$ cat config.mk
export PLATFORM = sky130hd
export DESIGN_NAME = sat_counter
export DESIGN_NICKNAME = d
export VERILOG_FILES = /design/src/rtl/sat_counter.sv
export SDC_FILE = /design/constraint.sdc
export NUM_CORES = 1
export LEC_CHECK = 0
export ABC_AREA = 1
export BUFFER_PORTS_ARGS = -buffer_cell sky130_fd_sc_hd__buf_4
export CAP_MARGIN = 10
export CORE_AREA = 5 5 42 44
export DETAILED_ROUTE_END_ITERATION = 7
export DIE_AREA = 0 0 47 49
export GPL_TIMING_DRIVEN = 0
export PLACE_DENSITY_LB_ADDON = 0.3
export SETUP_SLACK_MARGIN = 0.5
export SLEW_MARGIN = 15
export SYNTH_ARGS = -nofsm -noshare
export SYNTH_HDL_FRONTEND = slang
export SYNTH_SLANG_ARGS = --single-unit
$ cat constraint.sdc
create_clock -name clk -period 2.8 [get_ports clk]
set_clock_uncertainty 0.15 [all_clocks]
set_input_delay 0 -clock clk [delete_from_list [all_inputs] [get_ports clk]]
set_output_delay 0 -clock clk [all_outputs]
set_load 0.005 [all_outputs]
$ cat src/rtl/sat_counter.sv
// Registered up-counter with clear and saturation; clear combined with increment yields one.
module sat_counter #(
  parameter int unsigned    W   = 8,
  parameter logic [W-1:0]   MAX = {W{1'b1}}
) (
  input  logic         clk,
  input  logic         rst_n,
  input  logic         inc,
  input  logic         clr,
  output logic [W-1:0] count
);

  logic [W-1:0] count_r;
  logic [W-1:0] count_n_s;

  // next count: clear wins over hold, increment stops at MAX
  always_comb begin
    count_n_s = count_r;
    if (clr) begin
      count_n_s = inc ? W'(1) : {W{1'b0}};
    end else if (inc && (count_r != MAX)) begin
      count_n_s = count_r + W'(1);
    end else begin
      count_n_s = count_r;
    end
  end

  // count register
  always_ff @(posedge clk or negedge rst_n) begin
    if (!rst_n) begin
      count_r <= {W{1'b0}};
    end else begin
      count_r <= count_n_s;
    end
  end

  assign count = count_r;

endmodule

==> flow_summary_export.csv, run 1 <==
group,metric,value,unit
status,status,"complete, no violations",
hold_path,min_to,"count[7]",
global_routing,grt_pass1_vias,449,
synth,synth_warnings,0,
clock_network,clk_pin_slew,60,ps
place,dp_slack,1260,ps
route,drtAntennaViolNets,0,
route,vias,475,
final_layout,antenna_cells,0,
hold_path,min_from,"count[7]",
hold_path,hold_depth,2,
synth,synth.distinct_cells,18,
global_routing,grt_overflow,0,
final_layout,nets,95,
synth,yosysTopAreaCellShare,38.6,%
final_layout,largest_reg_flops,8,
global_routing,antenna_found_initial,0,
power,swShare,24.2,%
route,wl_per_cell,10.0,µm
sta,hold_viol_final,0,
power,p_int,188,µW
synth,netlist_area,519,µm²
synth,syn_inst,69,
critical_path,timing.rr.end,"count[0]",
final_layout,final_util,49.6,%
route,dr.pass1.iters,4,
route,drc,0,
power,combPwrFrac,15.2,%
clock_network,h-tree-depth,1,
route,drt-initial-drc-count,10,
final_layout,syn_to_final_growth,33.7,%
global_routing,grt_max_degree,11,
critical_path,r2r-start,"count[0]",
die,core_region_area,1400,µm²
sta,tns,0,ps
clock_network,cts_sinks,8,
place,hpwl,826,µm
final_layout,drive_gt1_share,26.1,%
die,pin_count,12,
job,cap_viol_max_count,0,
clock_network,cts_buffers,3,
synth,seq_area_frac_synth,38.6,%
die,dieArea,2300,µm²
sta,drv_slew,0,
sta,fmax,0.651,GHz
die,die_h,49,µm
hold_path,hold_path_class,"reg -> reg",
final_layout,final_common_cell,"nand2_1",
clock_network,tritoncts,"yes",
synth,syn-num-nets,74,
synth,netlist_top_cells_area,"dfrtp_1 39%, nand2_1 14%, nand3_1 9.6%",
place,portBuffers,11,
clock_network,worstSkewPairLatency,250,ps
die,start_util,37.1,%
sta,final.min_clock_period,1540,ps
synth,ys_ff_latch,8,
sta,setup_viol,0,
power,p_seq_share,50.4,%
route,routed_wirelength,1.04,mm
sta,grt_setup_unrepaired,"no",
power,p_clk_share,34.4,%
place,gp_congestion,0.761,
clock_network,clk_path_buf_depth,2,
critical_path,worstPathArrival,1570,ps
power,vdd_drop_max,0.250,mV
critical_path,path_max_fanout,5,
die,rows,14,
critical_path,ff2ff_path_depth,6,
critical_path,endpoint_kind,"flip-flop",
critical_path,timing_worst_setup_path_type,"reg -> reg",
route,viasPerCell,4.57,
power,p_switching,59.9,µW
critical_path,rrSetupSlack,1260,ps
synth,avgSynthCellArea,7.53,µm²
critical_path,worstPathRequired,2830,ps
final_layout,final_cell_mix,"19 x nand2_1, 11 x buf_4, 10 x nand3_1, 8 x inv_1, 8 x dfrtp_1",
sta,worstMarginPinSlew,386,ps
clock_network,cts_resized,0,
die,die_x,47,µm
sta,finalCritPeriodShare,54.8,%
synth,yosys.area.top_type,"dfrtp_1",
critical_path,worstSetupStartpointType,"flip-flop",
sta,slew_headroom,74.2,%
power,p_leak,0.000370,µW
power,powerDensity,357,nW/µm²
clock_network,cts_root_buffer,"clkbuf_4",
global_routing,grt_pass1_wl,1.89,mm
sta,setup_slack,1260,ps
global_routing,track_usage,11.4,%
==> cell type report <==
class / count / area, µm²
Timing Repair Buffer: 16 / 133
Inverter: 9 / 33.8
Tap cell: 16 / 20.0
Sequential cell: 8 / 200
Fill cell: 153 / 707
Multi-Input combinational cell: 52 / 285
Clock buffer: 3 / 22.5
==> per-stage QoR <==
stage	cell area [µm²]	hold slack, ps	power [µW]	cells
4_1_cts	694	409	252	104
5_1_grt	694	448	267	104
3_5_place_dp	622	-324	160	96
2_1_floorplan	519	-446	141	69
6_report	694	404	248	104
3_3_place_gp	622	-327	159	96
==> what timing repair did <==
| item | in CTS | in global routing |
|---|---|---|
| buffers inserted | 0 | 0 |
| hold buffers | 5 | 0 |
| endpoints found under the hold margin | 15 | 0 |
==> logic make-up after synthesis <==
logic type	synth area share [%]
AO/OA/AOI/OAI	6.75
XOR/XNOR	1.69
flip-flops	38.6
AND/OR/NAND/NOR	44.1
adder cells (fa/ha/maj)	2.41
buffers and inverters	6.51
==> how the worst max path moves through the flow <==
stage | from | end | slack (ps) | cells past startpoint
floorplan | count[0] | count[3] | 1370 | 8
global placement | count[0] | count[7] | 1250 | 6
detailed placement | count[0] | count[7] | 1260 | 6
CTS | count[0] | count[7] | 1240 | 6
global route | count[0] | count[0] | 1090 | 6
finish | count[0] | count[0] | 1260 | 6
==> worst max-delay path: stages (launching register included) <==
cell and delay [ps]:
dfrtp_1 420, ha_1 230, nand2_1 170, nor2_2 80, a21boi_0 260, nand2_1 80
nand3_1 90
==> power groups by stage <==
stage	combinational, µW	clock [µW]	sequential [µW]
4_1_cts	38.4	89.0	125
3_3_place_gp	32.7	0	126
6_report	37.7	85.1	125
5_1_grt	42.5	98.6	126
3_5_place_dp	33.0	0	127
2_1_floorplan	15.0	0	126
==> per-layer routing <==
layer / track usage [%] / share of wire [%] / up-vias
met5: 0 / 0 / -
met4: 6.91 / 1.2 / 0
met3: 2.21 / 2.8 / 2
met2: 16.3 / 51 / 5
met1: 15.3 / 45 / 208
li1: - / - / 260
==> Yosys cell counts <==
library cell	instances
a21boi_0	1
a21oi_1	2
clkinv_1	1
dfrtp_1	8
ha_1	1
inv_1	8
nand2_1	19
nand2_2	2
nand2_4	1
nand2_8	1
nand3_1	10
nand4_1	2
nor2_1	6
nor2_2	2
nor2_4	1
nor3_1	1
o21ai_2	2
xor2_1	1
(Power assumes the default switching activity.)
==> run 2: changes to the inputs <==
ABC_AREA = 0   (was 1)
clock period = 1.4 ns   (was 2.8 ns; I/O delays follow)
==> run 2 against run 1 <==
The flow now finishes with violations (hold timing, setup timing). Worst setup slack worse by 1300 ps. Clock power rose by 130%. Power rose by 130%. Critical path depth fell by 2. Flip-flop and latch count is the same. Cell count down 16%. Sequential power increased by 100%. Via count is 1.3% lower. Non-clock buffer count rose by 7. Sequential share of layout area down 2.8 points. Utilization rose by 7.1 points. Critical path type unchanged. Largest cell class unchanged.
==> flow_summary_export.csv, run 2 <==
group,metric,value,unit
status,status,"complete, but fails checks",
status,failed_checks,"hold timing, setup timing",
route,viasPerCell,5.39,
synth,netlist_area,473,µm²
global_routing,grt_max_degree,11,
place,gp_congestion,0.724,
final_layout,nets,78,
clock_network,tritoncts,"yes",
global_routing,antenna_found_initial,0,
critical_path,worstPathArrival,1420,ps
sta,worstMarginPinSlew,452,ps
synth,synth_warnings,0,
final_layout,largest_reg_flops,8,
synth,synth-compound-area-share,23.3,%
sta,holdWs,-157,ps
die,pin_count,12,
synth,synth.distinct_cells,27,
final_layout,register_area,206,µm²
final_layout,final_common_cell,"buf_6",
die,die_x,47,µm
power,p_leak,0.000316,µW
synth,async_reset_ff_share,100,%
synth,synth_edf_count,0,
clock_network,cts_sinks,8,
critical_path,worstSetupStartpointType,"flip-flop",
place,hpwl,760,µm
job,cap_viol_max_count,0,
final_layout,antenna_cells,0,
power,vdd_drop_max,0.623,mV
synth,syn-num-nets,52,
clock_network,clk_path_buf_depth,2,
hold_path,hold_path_class,"in -> reg",
synth,ys_ff_latch,8,
die,dieArea,2300,µm²
synth,synth_top_family_by_area,"simple AND/OR/NAND/NOR gates",
sta,tns,-72.9,ps
die,die_h,49,µm
synth,netlist_top_cells_area,"dfrtp_1 42%, a21oi_1 5.3%, nand2b_1 5.3%",
global_routing,grt_overflow,0,
synth,synth_xor_area_share,0,%
synth,seq_area_frac_synth,42.3,%
clock_network,cts_hold_buffers,2,
route,dr.pass1.iters,3,
synth,synth_ff_type,"dfrtp_1",
global_routing,track_usage,12.7,%
synth,avgSynthCellArea,10.1,µm²
route,vias,469,
synth,synthSimpleGateAreaFrac,25.7,%
critical_path,path_max_fanout,5,
clock_network,cts_root_buffer,"clkbuf_4",
place,portBuffers,11,
clock_network,clk_pin_slew,60,ps
sta,final.min_clock_period,1440,ps
synth,synth_common_cells,"8 x dfrtp_1, 5 x a21oi_1, 4 x nand2b_1",
die,rows,14,
synth,yosys.area.top_type,"dfrtp_1",
sta,slew_headroom,69.9,%
sta,finalCritPeriodShare,103,%
critical_path,worstPathRequired,1380,ps
synth,synth_mux_area_share,2.12,%
final_layout,final_util,56.6,%
clock_network,h-tree-depth,1,
final_layout,syn_to_final_growth,67.7,%
clock_network,worstSkewPairLatency,260,ps
sta,hold_viol_final,9,
critical_path,endpoint_kind,"flip-flop",
sta,drv_slew,0,
die,start_util,33.8,%
power,powerDensity,715,nW/µm²
final_layout,layoutNonFillerInstCount,87,
sta,grt_setup_unrepaired,"yes",
synth,yosysTopAreaCellShare,42.3,%
synth,syn_inst,47,
final_layout,fillCellCount,122,
sta,fmax,0.694,GHz
final_layout,multi_input_area,314,µm²
critical_path,timing_worst_setup_path_type,"reg -> reg",
clock_network,cts_buffers,3,
synth,yosysMostFrequentCell,"dfrtp_1",
global_routing,grt_pass1_wl,2.09,mm
die,core_region_area,1400,µm²
synth,synth_fa_ha_area_share,2.65,%
place,dp_slack,-99.9,ps
sta,setup_viol,3,
route,drc,0,
route,wl_per_cell,15.6,µm
place,dpl.cell_count,74,
route,routed_wirelength,1.36,mm
route,drt-initial-drc-count,9,
final_layout,drive_gt1_share,56.3,%
sta,setup_slack,-40.8,ps
global_routing,grt_pass1_vias,461,
route,drtAntennaViolNets,0,
final_layout,final_cell_mix,"13 x buf_6, 7 x buf_4, 5 x dfrtp_2, 4 x nand2b_1",
[run 2: cell count changes after synthesis, moves of 3 or more]
cell / previous run / this run
nand2_1: 19 / 3
nand3_1: 10 / 1
inv_1: 8 / 2
nor2_1: 6 / 0
nand2b_1: 0 / 4
a21oi_1: 2 / 5
[run 2: final timing paths]
kind	startpoint	to	slack, ps	cells after the start
min reg2reg	count[7]	count[2]	490	2
min in group asynchronous	rst_n	count[7]	-50	2
min	clr	count[3]	-160	3
max reg2reg	count[0]	count[5]	-40	4
max in group asynchronous	rst_n	count[6]	1010	2
max	count[0]	count[5]	-40	4
[run 2: metrics by stage]
stage | cell area [µm²] | total power, µW
CTS | 731 | 540
floorplan | 493 | 281
global route | 793 | 590
finish | 793 | 567
global placement | 596 | 313
detailed placement | 596 | 315
[run 2: worst max-delay path, stage by stage, from the launching register on]
cell       delay, ps
dfrtp_2          430
ha_4             170
and3_4           200
a2111oi_4        270
nor3b_1           80
[run 2: final cells by class]
cell class	count	area share [%]
Clock buffer	3	2.84
Multi-Input combinational cell	35	39.6
Inverter	2	0.946
Tap cell	16	2.52
Buffer	2	1.89
Sequential cell	8	26.0
Timing Repair Buffer	21	26.2
[run 2: logic make-up (layout without fill, tap and decap cells)]
kind of cell / Yosys count / count (layout)
AOI/OAI and AO/OA: 15 / 15
adders and majority gates: 1 / 1
buffers and inverters: 4 / 28
DFF: 8 / 8
muxes: 1 / 1
and+or+nand+nor: 18 / 18
[run 2: routing by layer]
layer  wire length, µm  vias to the layer above  GRT usage [%]
met3                36                        4           2.21
li1                  -                      228              -
met1               614                      232           14.4
met4                38                        0           8.29
met5                 0                        -              0
met2               665                        5           20.6
[run 2: repair_timing]
item / CTS / global route
gates resized for setup: 16 / 10
endpoints found under the setup margin: 16 / 16
hold endpoints to repair: 11 / 9
buffers inserted: 4 / 4
pin swaps: 6 / 3
[run 2: power by group]
group | internal, µW | switching, µW
logic | 71.9 | 47.9
registers | 241 | 11.8
clock network | 99.3 | 95.6
